`src/rtl/arp_rx_if.sv`:
```
// Receive-side ARP bus: byte stream and local address inputs in, reply trigger,
// captured sender addresses and counters out.
interface arp_rx_if;
    logic [8:0]  rx_d_i;
    logic [47:0] myMAC_i;
    logic [31:0] myIP_i;
    logic        start_o;
    logic [47:0] DstMAC_o;
    logic [31:0] DstIP_o;
    logic [15:0] req_cnt_o;
    logic [15:0] drop_cnt_o;

    modport master (
        output rx_d_i, myMAC_i, myIP_i,
        input  start_o, DstMAC_o, DstIP_o, req_cnt_o, drop_cnt_o
    );

    modport slave (
        input  rx_d_i, myMAC_i, myIP_i,
        output start_o, DstMAC_o, DstIP_o, req_cnt_o, drop_cnt_o
    );
endinterface

```
`src/rtl/arp_rx.sv`:
```
// ARP request receiver: checks each frame on the fly, captures the sender addresses
// and fires a one-cycle start pulse for requests aimed at our IP.
module arp_rx (
    input  logic     eth_rxck,
    input  logic     rst_rx_n,
    arp_rx_if.slave  bus
);
    typedef enum logic [2:0] {IDLE, RECV, CHECK, ACCEPT, FLUSH} state_t;

    state_t      r_state, w_next;
    logic        r_prev_valid;
    logic [7:0]  r_cnt;
    logic        r_mismatch, r_not_bcast, r_not_mine, r_flush_pend;
    logic [47:0] r_sh_mac, r_dst_mac;
    logic [31:0] r_sh_ip, r_dst_ip;
    logic        r_start;
    logic [15:0] r_req_cnt, r_drop_cnt;

    logic        w_valid, w_frame_start, w_take, w_frame_ok;
    logic [7:0]  w_byte, w_idx, w_exp, w_mac_byte;
    logic        w_chk, w_da, w_hdr_fail, w_bc_fail, w_mine_fail;
    logic        w_accept;
    logic [1:0]  w_drop_inc;
    logic [16:0] w_drop_sum;
    logic [15:0] w_drop_next;

    assign w_valid       = bus.rx_d_i[8];
    assign w_byte        = bus.rx_d_i[7:0];
    assign w_frame_start = w_valid & ~r_prev_valid;
    assign w_take        = ((r_state == IDLE) && w_frame_start) || ((r_state == RECV) && w_valid);
    assign w_idx         = (r_state == IDLE) ? 8'd0 : r_cnt;

    always_comb begin
        w_chk      = 1'b0;
        w_exp      = 8'h00;
        w_da       = 1'b0;
        w_mac_byte = 8'h00;
        case (w_idx)
            8'd0:  begin w_da = 1'b1; w_mac_byte = bus.myMAC_i[47:40]; end
            8'd1:  begin w_da = 1'b1; w_mac_byte = bus.myMAC_i[39:32]; end
            8'd2:  begin w_da = 1'b1; w_mac_byte = bus.myMAC_i[31:24]; end
            8'd3:  begin w_da = 1'b1; w_mac_byte = bus.myMAC_i[23:16]; end
            8'd4:  begin w_da = 1'b1; w_mac_byte = bus.myMAC_i[15:8];  end
            8'd5:  begin w_da = 1'b1; w_mac_byte = bus.myMAC_i[7:0];   end
            8'd12: begin w_chk = 1'b1; w_exp = 8'h08; end
            8'd13: begin w_chk = 1'b1; w_exp = 8'h06; end
            8'd14: begin w_chk = 1'b1; w_exp = 8'h00; end
            8'd15: begin w_chk = 1'b1; w_exp = 8'h01; end
            8'd16: begin w_chk = 1'b1; w_exp = 8'h08; end
            8'd17: begin w_chk = 1'b1; w_exp = 8'h00; end
            8'd18: begin w_chk = 1'b1; w_exp = 8'h06; end
            8'd19: begin w_chk = 1'b1; w_exp = 8'h04; end
            8'd20: begin w_chk = 1'b1; w_exp = 8'h00; end
            8'd21: begin w_chk = 1'b1; w_exp = 8'h01; end
            8'd38: begin w_chk = 1'b1; w_exp = bus.myIP_i[31:24]; end
            8'd39: begin w_chk = 1'b1; w_exp = bus.myIP_i[23:16]; end
            8'd40: begin w_chk = 1'b1; w_exp = bus.myIP_i[15:8];  end
            8'd41: begin w_chk = 1'b1; w_exp = bus.myIP_i[7:0];   end
            default: ;
        endcase
    end

    assign w_hdr_fail  = w_chk && (w_byte != w_exp);
    assign w_bc_fail   = w_da && (w_byte != 8'hFF);
    assign w_mine_fail = w_da && (w_byte != w_mac_byte);
    // Destination is fine if it matched broadcast or our MAC over all six bytes
    assign w_frame_ok  = ~r_mismatch & ~(r_not_bcast & r_not_mine) & (r_cnt >= 8'd42);

    always_ff @(posedge eth_rxck or negedge rst_rx_n) begin
        if (!rst_rx_n) r_state <= IDLE;
        else           r_state <= w_next;
    end

    // Valid already high in IDLE only happens right after reset: skip that partial frame
    always_comb begin
        w_next     = r_state;
        w_accept   = 1'b0;
        w_drop_inc = 2'd0;
        case (r_state)
            IDLE:   if (w_valid) w_next = r_prev_valid ? FLUSH : RECV;
            RECV:   if (!w_valid) w_next = CHECK;
            CHECK: begin
                if (w_frame_ok) begin
                    w_next = ACCEPT;
                end else begin
                    w_next     = w_frame_start ? FLUSH : IDLE;
                    w_drop_inc = w_frame_start ? 2'd2 : 2'd1;
                end
            end
            ACCEPT: begin
                w_accept = 1'b1;
                if (r_flush_pend || w_frame_start) begin
                    w_next     = FLUSH;
                    w_drop_inc = 2'd1;
                end else begin
                    w_next = IDLE;
                end
            end
            FLUSH:  if (!w_valid) w_next = IDLE;
            default: w_next = IDLE;
        endcase
    end

    assign w_drop_sum  = {1'b0, r_drop_cnt} + {15'd0, w_drop_inc};
    assign w_drop_next = w_drop_sum[16] ? 16'hFFFF : w_drop_sum[15:0];

    always_ff @(posedge eth_rxck or negedge rst_rx_n) begin
        if (!rst_rx_n) begin
            r_prev_valid <= 1'b1;
            r_cnt        <= 8'd0;
            r_mismatch   <= 1'b0;
            r_not_bcast  <= 1'b0;
            r_not_mine   <= 1'b0;
            r_flush_pend <= 1'b0;
            r_sh_mac     <= 48'd0;
            r_sh_ip      <= 32'd0;
            r_start      <= 1'b0;
            r_dst_mac    <= 48'd0;
            r_dst_ip     <= 32'd0;
            r_req_cnt    <= 16'd0;
            r_drop_cnt   <= 16'd0;
        end else begin
            r_prev_valid <= w_valid;
            r_start      <= w_accept;
            r_flush_pend <= (r_state == CHECK) && w_frame_start;
            r_drop_cnt   <= w_drop_next;
            if (w_take) begin
                r_cnt       <= (r_state == IDLE) ? 8'd1 : ((r_cnt == 8'hFF) ? r_cnt : r_cnt + 8'd1);
                r_mismatch  <= ((r_state != IDLE) && r_mismatch)  | w_hdr_fail;
                r_not_bcast <= ((r_state != IDLE) && r_not_bcast) | w_bc_fail;
                r_not_mine  <= ((r_state != IDLE) && r_not_mine)  | w_mine_fail;
                if (w_idx >= 8'd22 && w_idx <= 8'd27) r_sh_mac <= {r_sh_mac[39:0], w_byte};
                if (w_idx >= 8'd28 && w_idx <= 8'd31) r_sh_ip  <= {r_sh_ip[23:0], w_byte};
            end
            if (w_accept) begin
                r_dst_mac <= r_sh_mac;
                r_dst_ip  <= r_sh_ip;
                r_req_cnt <= (r_req_cnt == 16'hFFFF) ? r_req_cnt : r_req_cnt + 16'd1;
            end
        end
    end

    assign bus.start_o    = r_start;
    assign bus.DstMAC_o   = r_dst_mac;
    assign bus.DstIP_o    = r_dst_ip;
    assign bus.req_cnt_o  = r_req_cnt;
    assign bus.drop_cnt_o = r_drop_cnt;
endmodule

```
`src/flat_wrapper.sv`:
```
// flat-port wrapper written by rule: the top's interface ports become plain ports
module arp_rx_flat 
  (eth_rxck, rst_rx_n, bus_rx_d_i, bus_myMAC_i, bus_myIP_i, bus_start_o, bus_DstMAC_o, bus_DstIP_o, bus_req_cnt_o, bus_drop_cnt_o);
  arp_rx_if bus_i ();
  input  logic eth_rxck;
  input  logic rst_rx_n;
  input wire logic [$bits(bus_i.rx_d_i)-1:0] bus_rx_d_i;
  input wire logic [$bits(bus_i.myMAC_i)-1:0] bus_myMAC_i;
  input wire logic [$bits(bus_i.myIP_i)-1:0] bus_myIP_i;
  output wire logic [$bits(bus_i.start_o)-1:0] bus_start_o;
  output wire logic [$bits(bus_i.DstMAC_o)-1:0] bus_DstMAC_o;
  output wire logic [$bits(bus_i.DstIP_o)-1:0] bus_DstIP_o;
  output wire logic [$bits(bus_i.req_cnt_o)-1:0] bus_req_cnt_o;
  output wire logic [$bits(bus_i.drop_cnt_o)-1:0] bus_drop_cnt_o;
  assign bus_i.rx_d_i = bus_rx_d_i;
  assign bus_i.myMAC_i = bus_myMAC_i;
  assign bus_i.myIP_i = bus_myIP_i;
  assign bus_start_o = bus_i.start_o;
  assign bus_DstMAC_o = bus_i.DstMAC_o;
  assign bus_DstIP_o = bus_i.DstIP_o;
  assign bus_req_cnt_o = bus_i.req_cnt_o;
  assign bus_drop_cnt_o = bus_i.drop_cnt_o;
  arp_rx u_core (.eth_rxck(eth_rxck), .rst_rx_n(rst_rx_n), .bus(bus_i));
endmodule
```
`config.mk`:
```
export PLATFORM = sky130hd
export DESIGN_NAME = arp_rx_flat
export DESIGN_NICKNAME = d
export VERILOG_FILES = /design/src/rtl/arp_rx_if.sv /design/src/rtl/arp_rx.sv /design/src/flat_wrapper.sv
export SDC_FILE = /design/constraint.sdc
export NUM_CORES = 1
export LEC_CHECK = 0
export CELL_PAD_IN_SITES_DETAIL_PLACEMENT = 1
export CELL_PAD_IN_SITES_GLOBAL_PLACEMENT = 2
export CORE_MARGIN = 5
export CORE_UTILIZATION = 36
export CTS_BUF_LIST = sky130_fd_sc_hd__clkbuf_16
export CTS_CLUSTER_SIZE = 40
export DETAILED_ROUTE_END_ITERATION = 6
export GPL_ROUTABILITY_DRIVEN = 0
export PLACE_DENSITY = 0.95
export SLEW_MARGIN = 20
export SYNTH_ARGS = -nofsm -noshare
export SYNTH_HDL_FRONTEND = slang
export SYNTH_SLANG_ARGS = --single-unit
export TNS_END_PERCENT = 10
```
`constraint.sdc`:
```
create_clock -name eth_rxck -period 9.2 [get_ports eth_rxck]
set_input_delay 0.92 -clock eth_rxck [delete_from_list [all_inputs] [get_ports eth_rxck]]
set_output_delay 0.92 -clock eth_rxck [all_outputs]
set_load 0.005 [all_outputs]
```
==> results of run 1 <==
logic make-up after synthesis:
family / after synthesis / share of synthesized area (%)
xor gates and xnor gates: 31 / 2.86
buffers and inverters: 50 / 2.25
and+or+nand+nor: 201 / 11.7
DFF: 209 / 55.0
muxes: 184 / 21.5
AOI/OAI and AO/OA: 81 / 5.76
adders and majority gates: 6 / 0.869
path summary, 6_finish.rpt:
| kind | from | endpoint | slack, ns | depth (start not counted) |
|---|---|---|---|---|
| worst max-delay path | u_core.r_cnt[2] | u_core.bus.drop_cnt_o[10] | 5.42 | 11 |
| worst min-delay path | rst_rx_n | u_core.bus.drop_cnt_o[6] | 0.30 | 1 |
| worst max register to register | u_core.r_cnt[2] | u_core.bus.drop_cnt_o[10] | 5.42 | 11 |
| worst min register to register | u_core.bus.req_cnt_o[9] | u_core.bus.req_cnt_o[9] | 0.49 | 1 |
| max in group asynchronous | rst_rx_n | u_core.bus.DstMAC_o[1] | 7.12 | 3 |
| min in group eth_rxck | u_core.bus.req_cnt_o[9] | u_core.bus.req_cnt_o[9] | 0.49 | 1 |
cells in the mapped netlist, drive strengths merged, types with 10 or more instances:
cell,instances
nor4,12
mux2,165
nor3,12
a21oi,24
clkbuf,22
nand3,25
xor2,10
buf,19
nor2,31
mux2i,19
nand4,13
nand2,41
dfrtp,208
xnor2,21
o21ai,15
flip-flops by register name, summed over array words and instances, names as in the netlist, 3 cells and up:
register,count
u_core.bus.DstMAC_o,48
u_core.r_sh_mac,48
u_core.bus.DstIP_o,32
u_core.r_sh_ip,32
u_core.bus.drop_cnt_o,16
u_core.bus.req_cnt_o,16
u_core.r_cnt,8
u_core.r_state,3
where the power goes:
part           switching (mW)  leakage [nW]  internal [mW]  total, mW
Sequential             0.0538          2.88          0.950       1.00
Clock                   0.369         0.361          0.514      0.883
Combinational           0.233          2.53          0.196      0.429
Total                   0.656          5.77           1.66       2.32
area by class of cell:
type / count / share of cell area [%]
clock buffers: 23 / 4.55
clock inverters: 18 / 1.19
inverters: 9 / 0.267
multi-input cells: 503 / 32.4
flip-flops and latches: 209 / 41.4
well taps: 335 / 3.31
repair buffers: 212 / 17.0
per-stage QoR:
step	util [%]	hold WS (ns)	setup slack (ns)	cell area [µm²]
final	48.5	0.296	5.42	12600
after detailed placement	45.5	0.482	5.17	11900
after global placement	45.5	0.470	5.33	11900
after global routing	48.5	0.291	5.06	12600
after floorplan	-	0.446	5.90	9510
after CTS	48.3	0.496	5.41	12600
layer usage:
layer / vias to the layer above / global-route usage, % / part of all wire (%)
li1: 3163 / - / -
met1: 3434 / 21.2 / 42
met2: 162 / 29.2 / 51
met3: 23 / 3.60 / 5.3
met4: 0 / 3.17 / 1.2
met5: - / 0 / 0
==> qor.csv, run 1 <==
stage,metric,value,unit
yosys,largest cells by area after synthesis,"dfrtp_1, mux2_2, mux2i_1",
layout,"most common cell after layout, fill and taps aside",dfrtp_1,
layout,synthesis-to-layout area growth,33.0,%
yosys,Seq cells post-synth,209,
yosys,ys async rst share,100,%
clock_network,Resize count post-CTS,0,
yosys,Synth Instances,762,
critical_path,worst-path cell chain,o31a_1 -> o21ai_0 -> a221oi_1 -> or3_1 -> a21oi_1 -> ha_1 -> inv_1 -> fa_1 -> nor3_1 -> nand3_1 -> o21ai_0,
clock_network,CTS tree,yes,
timing,f_max,264,MHz
power_and_ir_drop,Tot Pwr,2.32,mW
timing,RSZ-0062 raised after global routing,no,
critical_path,critical path's most frequent cell,o21ai_0,
yosys,synth warn,0,
timing,TNS Setup,0,ns
floorplanning,Die X,173,µm
global_route,grt ovf,0,
yosys,Synth cell types,64,
yosys,cell taking the most area after synthesis,dfrtp_1,
clock_network,# Post-CTS Setup Buffers,0,
clock_network,clock sinks,209,
timing,relative slew slack,38.2,%
global_route,vias in the first global route,7383,
critical_path,worst endpoint required time,9.61,ns
clock_network,CTS root buf,clkbuf_16,
critical_path,highest cell delay on the worst timing path,0.66,ns
power_and_ir_drop,PwrDens,183,nW/µm²
routing,routed len/inst,19.7,µm
clock_network,Clock Latency Late Sink,0.49,ns
routing,vias per cell,5.18,
timing,final setup vio count,0,
critical_path,CP Buf/Inv Count,1,
yosys,Mapped Nets,859,
global_route,initial antenna violation count,0,
power_and_ir_drop,leak pwr,5.77,nW
clock_network,CTS Buffer Depth,3,
yosys,register area share after synthesis,55.0,%
routing,Iter 0 DRT Violations,340,
yosys,"EDFF count, synth",0,
layout,layout cells sized above 1,23.0,%
placement,DP HPWL,17800,µm
floorplanning,FP Rows,59,
layout,Post-Layout Cell Count,1309,
yosys,cell area after synthesis,9510,µm²
placement,placed cell count,1266,
floorplanning,Initial Util,36.5,%
timing,endpoints failing hold,0,
layout,multi-input logic area,4090,µm²
yosys,"Avg Cell Area, Syn",12.5,µm²
floorplanning,die height,173,µm
routing,drt total wl,25800,µm
yosys,predominant post-synthesis flop cell,dfrtp_1,
yosys,top cell type's share of synthesized area,54.7,%
critical_path,crit start category,flip-flop,
critical_path,Critical Path AT,4.19,ns
routing,post-route ant nets,0,
critical_path,crit path capture type,flip-flop,
placement,IO buf count,203,
layout,Reg area,5230,µm²
power_and_ir_drop,maximum VDD drop,0.111,mV
routing,Vias,6782,
global_route,largest net degree at the start of global routing,137,
layout,Layout fillers,2723,
floorplanning,Ports,204,
floorplanning,die area,29800,µm²
critical_path,CP top delay family,simple AND/OR/NAND/NOR gates,
routing,TritonRoute pass-1 iters,4,
global_route,global-route wire length before repair,41500,µm
timing,clock skew,0.00716,ns
layout,Inserted Diodes,0,
timing,final period utilization,41.1,%
worst_hold_path,Min-Delay Path Class,in -> async,
critical_path,classification of the worst setup path,reg -> reg,
timing,Tmin final,3.78,ns
clock_network,Post-CTS Hold Fix Bufs,0,
timing,Worst Tran Pin Value,0.926,ns
critical_path,"critical path fanouts, max",24,
timing,final max-slew violation count,0,
global_route,Total GRT Usage,16.6,%
clock_network,clock-pin slew on the worst setup and hold paths,0.06,ns
routing,DR DRC count,0,
floorplanning,Core Box Area,26100,µm²
outcome,status,completed,
layout,most frequent cells in the layout,"dfrtp_1, clkdlybuf4s50_1, mux2_2, nand2_1, nor2_1",
critical_path,CP max-delay cell,dfrtp_1,
run,Max Cap Violations,0,
layout,"Net count, final",1055,
clock_network,Num CTS Buffers,23,
clock_network,H-tree depth,1,
Power figures use the tool's default switching activity.
==> inputs of run 2 (changes only) <==
--- a/config.mk
+++ b/config.mk
@@ -8,12 +8,12 @@
 export CELL_PAD_IN_SITES_DETAIL_PLACEMENT = 1
 export CELL_PAD_IN_SITES_GLOBAL_PLACEMENT = 2
 export CORE_MARGIN = 5
-export CORE_UTILIZATION = 36
+export CORE_UTILIZATION = 34
 export CTS_BUF_LIST = sky130_fd_sc_hd__clkbuf_16
 export CTS_CLUSTER_SIZE = 40
 export DETAILED_ROUTE_END_ITERATION = 6
 export GPL_ROUTABILITY_DRIVEN = 0
-export PLACE_DENSITY = 0.95
+export PLACE_DENSITY = 0.9
 export SLEW_MARGIN = 20
 export SYNTH_ARGS = -nofsm -noshare
 export SYNTH_HDL_FRONTEND = slang
==> constraint.sdc (replaced) <==
create_clock -name eth_rxck -period 3.9 [get_ports eth_rxck]
set_input_delay 0.39 -clock eth_rxck [delete_from_list [all_inputs] [get_ports eth_rxck]]
set_output_delay 0.39 -clock eth_rxck [all_outputs]
set_load 0.005 [all_outputs]
==> run 2 against run 1 <==
Net effect: the run now ends with hold timing left; highest routed layer unchanged; power increased by 140%; sequential share of layout area decreased by 0.42 points; global-route usage decreased by 0.58 points; largest power group unchanged.
==> qor.csv, run 2 (synthesized netlist as in run 1, its figures left out) <==
stage,metric,value,unit,change
critical_path,depth of the most critical reg-to-reg path,14,,was 11
critical_path,Crit path depth,14,,was 11
power_and_ir_drop,leak pwr,5.81,nW,was 5.77 nW
power_and_ir_drop,Clock power frac,39.5,%,was 38.1%
power_and_ir_drop,Net Sw Power,1.56,mW,was 656 µW
global_route,initial antenna violation count,0,,unchanged
power_and_ir_drop,maximum VDD drop,0.274,mV,was 0.111 mV
routing,post-route ant nets,0,,unchanged
routing,vias per cell,5.05,,was 5.18
critical_path,crit path to,u_core.bus.drop_cnt_o[12],,was u_core.bus.drop_cnt_o[10]
layout,"Net count, final",1060,,was 1055
placement,placed cell count,1316,,was 1266
power_and_ir_drop,sw frac,27.7,%,was 28.3%
timing,Worst Tran Pin Value,1.08,ns,was 0.926 ns
timing,final setup margin,0.534,ns,was 5.42 ns
critical_path,crit start category,flip-flop,,unchanged
timing,final max-slew violation count,0,,unchanged
power_and_ir_drop,Reg power frac,41.5,%,was 43.4%
timing,hold slack,-0.0510,ns,was 0.296 ns
clock_network,clock-pin slew on the worst setup and hold paths,0.06,ns,about the same
global_route,largest net degree at the start of global routing,125,,was 137
power_and_ir_drop,PwrDens,439,nW/µm²,was 183 nW/µm²
global_route,grt ovf,0,,unchanged
power_and_ir_drop,Tot Pwr,5.61,mW,was 2.32 mW
placement,DP HPWL,18100,µm,was 17800 µm
outcome,status,"complete, but fails checks",,was completed
global_route,Total GRT Usage,16.0,%,was 16.6%
layout,layout cells sized above 1,23.9,%,was 23.0%
routing,TritonRoute pass-1 iters,4,,unchanged
timing,final setup vio count,0,,unchanged
layout,Post-Layout Cell Count,1358,,was 1309
floorplanning,die height,177,µm,was 173 µm
run,Max Cap Violations,0,,unchanged
critical_path,Critical Path AT,3.75,ns,was 4.19 ns
clock_network,CTS Buffer Depth,3,,unchanged
timing,clock skew,0.0159,ns,was 0.00716 ns
critical_path,"critical path fanouts, max",5,,was 24
critical_path,RR Startpoint,u_core.r_cnt[0],,was u_core.r_cnt[2]
clock_network,Clock Latency Late Sink,0.50,ns,was 0.49 ns
timing,f_max,297,MHz,was 264 MHz
layout,most frequent cells in the layout,"dfrtp_1, clkdlybuf4s50_1, mux2_2, nand2_1, nor2_1",,unchanged
power_and_ir_drop,internal power,4.06,mW,was 1.66 mW
routing,Vias,6862,,was 6782
global_route,vias in the first global route,7315,,was 7383
clock_network,H-tree depth,1,,unchanged
worst_hold_path,Min-Delay Path Class,in -> async,,unchanged
layout,Inserted Diodes,0,,unchanged
clock_network,CTS tree,yes,,unchanged
routing,DR DRC count,0,,unchanged
timing,final period utilization,86.3,%,was 41.1%
routing,Iter 0 DRT Violations,348,,was 340
clock_network,clock sinks,209,,unchanged
critical_path,classification of the worst setup path,reg -> reg,,unchanged
floorplanning,Ports,204,,unchanged
floorplanning,FP Rows,61,,was 59
routing,drt total wl,25500,µm,was 25800 µm
clock_network,Num CTS Buffers,23,,unchanged
timing,RSZ-0062 raised after global routing,no,,unchanged
critical_path,crit path capture type,flip-flop,,unchanged
critical_path,worst-path cell chain,inv_1 -> ha_1 -> o31a_1 -> o21ai_0 -> a221oi_1 -> or3_1 -> a21oi_1 -> ha_1 -> inv_1 -> fa_1 -> or3_1 -> nor2_1 -> nand3_1 -> o21a_1,,was o31a_1 -> o21ai_0 -> a221oi_1 -> or3_1 -> a21oi_1 -> ha_1 -> inv_1 -> fa_1 -> nor3_1 -> nand3_1 -> o21ai_0
timing,endpoints failing hold,27,,was 0
critical_path,CP max-delay cell,fa_1,,was dfrtp_1
critical_path,CP top delay family,simple AND/OR/NAND/NOR gates,,unchanged
critical_path,CP Launch Point,u_core.r_cnt[0],,was u_core.r_cnt[2]
placement,Post-Place Setup Slack,0.258,ns,was 5.17 ns
global_route,global-route wire length before repair,40900,µm,was 41500 µm
layout,"most common cell after layout, fill and taps aside",dfrtp_1,,unchanged
clock_network,Post-CTS Hold Fix Bufs,0,,unchanged
critical_path,Reg-to-Reg End,u_core.bus.drop_cnt_o[12],,was u_core.bus.drop_cnt_o[10]
placement,IO buf count,203,,unchanged
outcome,violated checks,hold timing,,
timing,relative slew slack,27.8,%,was 38.2%
critical_path,worst endpoint required time,4.29,ns,was 9.61 ns
floorplanning,Die X,177,µm,was 173 µm
critical_path,highest cell delay on the worst timing path,0.48,ns,was 0.66 ns
timing,TNS Setup,0,ns,unchanged
clock_network,CTS root buf,clkbuf_16,,unchanged
layout,synthesis-to-layout area growth,34.4,%,was 33.0%
floorplanning,Initial Util,34.3,%,was 36.5%
critical_path,R2R setup slack,0.53,ns,was 5.42 ns
floorplanning,Core Box Area,27700,µm²,was 26100 µm²
routing,routed len/inst,18.8,µm,was 19.7 µm
timing,Tmin final,3.37,ns,was 3.78 ns
floorplanning,die area,31400,µm²,was 29800 µm²
critical_path,CP Buf/Inv Count,2,,was 1
power_and_ir_drop,power share of the combinational group,19.0,%,was 18.5%
clock_network,# Post-CTS Setup Buffers,0,,unchanged
==> run 2: cell types whose count changed in the layout (fill, tap and decap cells not counted), moves of 2 or more <==
cell | before | now
buf_16 | 2 | 0
buf_4 | 7 | 13
bufinv_16 | 2 | 4
clkinv_2 | 4 | 6
inv_1 | 13 | 10
==> run 2: timing repair <==
action,CTS,global route
endpoints found under the hold margin,0,0
resized for setup,0,2
setup endpoints to repair,0,13
==> run 2: worst register-to-register path, stage by stage, from the launching register on <==
cell and delay, ns:
dfrtp_1 0.35, inv_1 0.10, ha_1 0.21, o31a_1 0.24, o21ai_0 0.15, a221oi_1 0.15
or3_1 0.37, a21oi_1 0.16, ha_1 0.19, inv_1 0.06, fa_1 0.48, or3_1 0.44
nor2_1 0.16, nand3_1 0.09, o21a_1 0.11
==> run 2: worst min path at each step <==
stage / depth (start not counted) / end / startpoint
finish: 1 / u_core.bus.DstMAC_o[47] / rst_rx_n
global route: 1 / u_core.bus.DstMAC_o[47] / rst_rx_n
CTS: 1 / u_core.bus.DstMAC_o[47] / rst_rx_n
detailed placement: 2 / u_core.r_not_bcast / u_core.r_not_bcast
floorplan: 0 / u_core.bus.DstIP_o[0] / rst_rx_n
global placement: 2 / u_core.r_not_bcast / u_core.r_not_bcast
==> run 2: metrics by stage <==
step	area (µm²)	hold slack (ns)	utilization (%)
floorplan	9510	0.0944	-
global placement	12000	0.463	43.3
detailed placement	12000	0.473	43.3
CTS	12800	0.0171	46.1
global route	12800	0.0463	46.1
finish	12800	-0.0510	46.1
==> run 2: power by group through the flow <==
| stage | combinational (mW) | sequential [mW] | clock, mW |
|---|---|---|---|
| finish | 1.07 | 2.33 | 2.22 |
| global route | 1.18 | 2.34 | 2.40 |
| CTS | 1.08 | 2.33 | 2.29 |
| detailed placement | 1.08 | 2.37 | 0 |
| global placement | 1.06 | 2.36 | 0 |
| floorplan | 0.637 | 2.35 | 0 |
==> run 2: cell type report <==
class | count | area, µm²
Multi-Input combinational cell | 503 | 4100
Clock buffer | 23 | 576
Timing Repair Buffer | 217 | 2150
Fill cell | 2914 | 14900
Tap cell | 378 | 473
Clock inverter | 19 | 205
Sequential cell | 209 | 5230
Inverter | 9 | 33.8
==> run 2: per-layer routing <==
layer	vias to the layer above	global-route usage [%]	routed length [µm]
met5	-	0	0
met4	0	3.38	429
met3	27	3.16	1340
met2	163	28.1	13000
met1	3496	20.7	10800
li1	3176	-	-
==> inputs of run 3 (changes only) <==
--- a/config.mk
+++ b/config.mk
@@ -13,7 +13,8 @@
 export CTS_CLUSTER_SIZE = 40
 export DETAILED_ROUTE_END_ITERATION = 6
 export GPL_ROUTABILITY_DRIVEN = 0
-export PLACE_DENSITY = 0.9
+export PLACE_DENSITY = 0.92
+export RECOVER_POWER = 50
 export SLEW_MARGIN = 20
 export SYNTH_ARGS = -nofsm -noshare
 export SYNTH_HDL_FRONTEND = slang
==> run 3 against run 2 <==
Net effect: the flow finishes with violations (capacitance limit, slew limit); routed wire length is 0.54% higher; critical path depth is 1 lower; clock power fell by 5%; via count hardly changed; critical endpoint is now u_core.bus.drop_cnt_o[10]; global-route usage increased by 0.17 points.
==> qor.csv, run 3 (synthesized netlist as in run 1, its figures left out) <==
stage,metric,value,unit,change
critical_path,depth of the most critical reg-to-reg path,13,,was 14
timing,final max-slew violation count,125,,was 0
clock_network,clock sinks,209,,unchanged
worst_hold_path,WHS Path Cells,2,,
clock_network,CTS tree,yes,,unchanged
power_and_ir_drop,leak pwr,5.99,nW,was 5.81 nW
clock_network,Post-CTS Hold Fix Bufs,0,,unchanged
timing,RSZ-0062 raised after global routing,no,,unchanged
timing,TNS Setup,0,ns,unchanged
layout,layout cells sized above 1,23.2,%,was 23.9%
routing,routed len/inst,18.9,µm,was 18.8 µm
critical_path,crit start category,flip-flop,,unchanged
timing,Worst Tran Pin Value,3.12,ns,was 1.08 ns
worst_hold_path,Min-Delay Path Class,reg -> reg,,was in -> async
clock_network,H-tree depth,1,,unchanged
global_route,grt ovf,0,,unchanged
timing,final setup margin,0.478,ns,was 0.534 ns
critical_path,worst endpoint required time,4.30,ns,was 4.29 ns
run,Max Cap Violations,1,,was 0
critical_path,CP Buf/Inv Count,2,,unchanged
critical_path,worst-path cell chain,inv_1 -> ha_1 -> o31a_1 -> o21ai_0 -> a221oi_1 -> or3_1 -> a21oi_1 -> ha_1 -> inv_1 -> fa_1 -> nor3_2 -> nand3_2 -> o21ai_0,,was inv_1 -> ha_1 -> o31a_1 -> o21ai_0 -> a221oi_1 -> or3_1 -> a21oi_1 -> ha_1 -> inv_1 -> fa_1 -> or3_1 -> nor2_1 -> nand3_1 -> o21a_1
layout,"Net count, final",1062,,was 1060
floorplanning,Initial Util,34.3,%,unchanged
clock_network,Clock Latency Late Sink,0.49,ns,was 0.50 ns
timing,f_max,292,MHz,was 297 MHz
floorplanning,Ports,204,,unchanged
timing,endpoints failing hold,0,,was 27
layout,"most common cell after layout, fill and taps aside",dfrtp_1,,unchanged
critical_path,CP top delay family,simple AND/OR/NAND/NOR gates,,unchanged
global_route,global-route wire length before repair,41700,µm,was 40900 µm
worst_hold_path,Hold Crit Endpoint,u_core.r_not_bcast,,
worst_hold_path,hold_sp,u_core.r_not_bcast,,
layout,Inserted Diodes,0,,unchanged
outcome,violated checks,"capacitance limit, slew limit",,was hold timing
layout,most frequent cells in the layout,"dfrtp_1, mux2_2, clkdlybuf4s50_1, dlygate4sd3_1, nand2_1",,"was dfrtp_1, clkdlybuf4s50_1, mux2_2, nand2_1, nor2_1"
placement,DP HPWL,18400,µm,was 18100 µm
critical_path,Critical Path AT,3.83,ns,was 3.75 ns
routing,drt total wl,25700,µm,was 25500 µm
layout,synthesis-to-layout area growth,33.8,%,was 34.4%
clock_network,Num CTS Buffers,23,,unchanged
global_route,Total GRT Usage,16.2,%,was 16.0%
power_and_ir_drop,PwrDens,431,nW/µm²,was 439 nW/µm²
outcome,status,"complete, but fails checks",,unchanged
routing,DR DRC count,0,,unchanged
routing,vias per cell,5.05,,about the same
global_route,largest net degree at the start of global routing,125,,unchanged
floorplanning,die area,31400,µm²,unchanged
timing,clock skew,0.0123,ns,was 0.0159 ns
critical_path,RR Startpoint,u_core.r_cnt[0],,unchanged
critical_path,crit path capture type,flip-flop,,unchanged
placement,Post-Place Setup Slack,0.216,ns,was 0.258 ns
routing,Vias,6856,,was 6862
timing,relative slew slack,-108,%,was 27.8%
clock_network,CTS root buf,clkbuf_16,,unchanged
routing,Iter 0 DRT Violations,281,,was 348
timing,final period utilization,87.7,%,was 86.3%
critical_path,"critical path fanouts, max",13,,was 5
floorplanning,die height,177,µm,unchanged
clock_network,# Post-CTS Setup Buffers,0,,unchanged
critical_path,CP max-delay cell,fa_1,,unchanged
critical_path,classification of the worst setup path,reg -> reg,,unchanged
timing,Tmin final,3.42,ns,was 3.37 ns
routing,TritonRoute pass-1 iters,6,,was 4
global_route,vias in the first global route,7506,,was 7315
global_route,initial antenna violation count,0,,unchanged
floorplanning,FP Rows,61,,unchanged
timing,final setup vio count,0,,unchanged
critical_path,Reg-to-Reg End,u_core.bus.drop_cnt_o[10],,was u_core.bus.drop_cnt_o[12]
floorplanning,Die X,177,µm,unchanged
floorplanning,Core Box Area,27700,µm²,unchanged
placement,IO buf count,203,,unchanged
clock_network,clock-pin slew on the worst setup and hold paths,0.06,ns,about the same
critical_path,highest cell delay on the worst timing path,0.47,ns,was 0.48 ns
clock_network,CTS Buffer Depth,3,,unchanged
critical_path,R2R setup slack,0.48,ns,was 0.53 ns
power_and_ir_drop,maximum VDD drop,0.245,mV,was 0.274 mV
routing,post-route ant nets,0,,unchanged
run 3: cell count changes in the layout (fill, tap and decap cells not counted), sizes merged:
cell,previous run,this run
inv,11,15
clkinv,10,6
clkbuf,23,29
clkdlybuf4s50,202,149
bufinv,4,3
dlygate4sd3,0,53
buf,15,11
clkinvlp,3,1
run 3: how the worst max path moves through the flow:
stage,from,endpoint,slack [ns],cells past startpoint
4_1_cts,u_core.r_cnt[0],u_core.bus.drop_cnt_o[10],0.21,13
3_5_place_dp,u_core.r_cnt[0],u_core.bus.drop_cnt_o[10],0.22,13
6_report,u_core.r_cnt[0],u_core.bus.drop_cnt_o[10],0.48,13
3_3_place_gp,u_core.r_cnt[0],u_core.bus.drop_cnt_o[10],0.47,13
5_1_grt,u_core.r_cnt[0],u_core.bus.drop_cnt_o[5],0.19,13
2_1_floorplan,u_core.r_cnt[2],u_core.bus.drop_cnt_o[13],0.60,14
run 3: layer usage:
metal / routed length [µm] / part of all wire, % / GRT usage, % / vias to the layer above
li1: - / - / - / 3179
met1: 10800 / 42 / 20.9 / 3469
met2: 13100 / 51 / 28.4 / 174
met3: 1280 / 5.0 / 2.78 / 34
met4: 509 / 2.0 / 4.09 / 0
met5: 0 / 0 / 0 / -
run 3: stage by stage:
stage | utilization [%] | instances | hold WS, ns | power (mW) | instance area, µm²
global route | 45.9 | 1357 | 0.515 | 5.78 | 12700
finish | 45.9 | 1357 | 0.489 | 5.49 | 12700
floorplan | - | 762 | 0.0944 | 2.99 | 9510
global placement | 43.2 | 1317 | 0.463 | 3.42 | 12000
CTS | 45.9 | 1356 | 0.0443 | 5.57 | 12700
detailed placement | 43.2 | 1317 | 0.473 | 3.45 | 12000
run 3: cell type report:
cell class	count	area [µm²]
clock inverters	16	150
clock buffers	23	576
inverters	9	33.8
repair buffers	219	2150
well taps	378	473
multi-input cells	503	4100
fillers	2902	15000
flip-flops and latches	209	5230
run 3: worst min-delay path, cell delays in order (launching register included):
cell     delay [ns]
dfrtp_1        0.35
nand2_1        0.05
nand2_1        0.06
run 3: power by group:
group / total [mW] / leakage (nW) / switching [mW] / internal [mW]
clock: 2.10 / 0.375 / 0.836 / 1.26
combinational: 1.06 / 2.73 / 0.592 / 0.470
sequential: 2.33 / 2.88 / 0.0824 / 2.24
total: 5.49 / 5.99 / 1.51 / 3.98
run 3: repair_timing:
item | 4_1_cts | 5_1_grt
setup endpoints to repair | 0 | 13
endpoints found under the hold margin | 0 | 0
gates resized for setup | 0 | 2
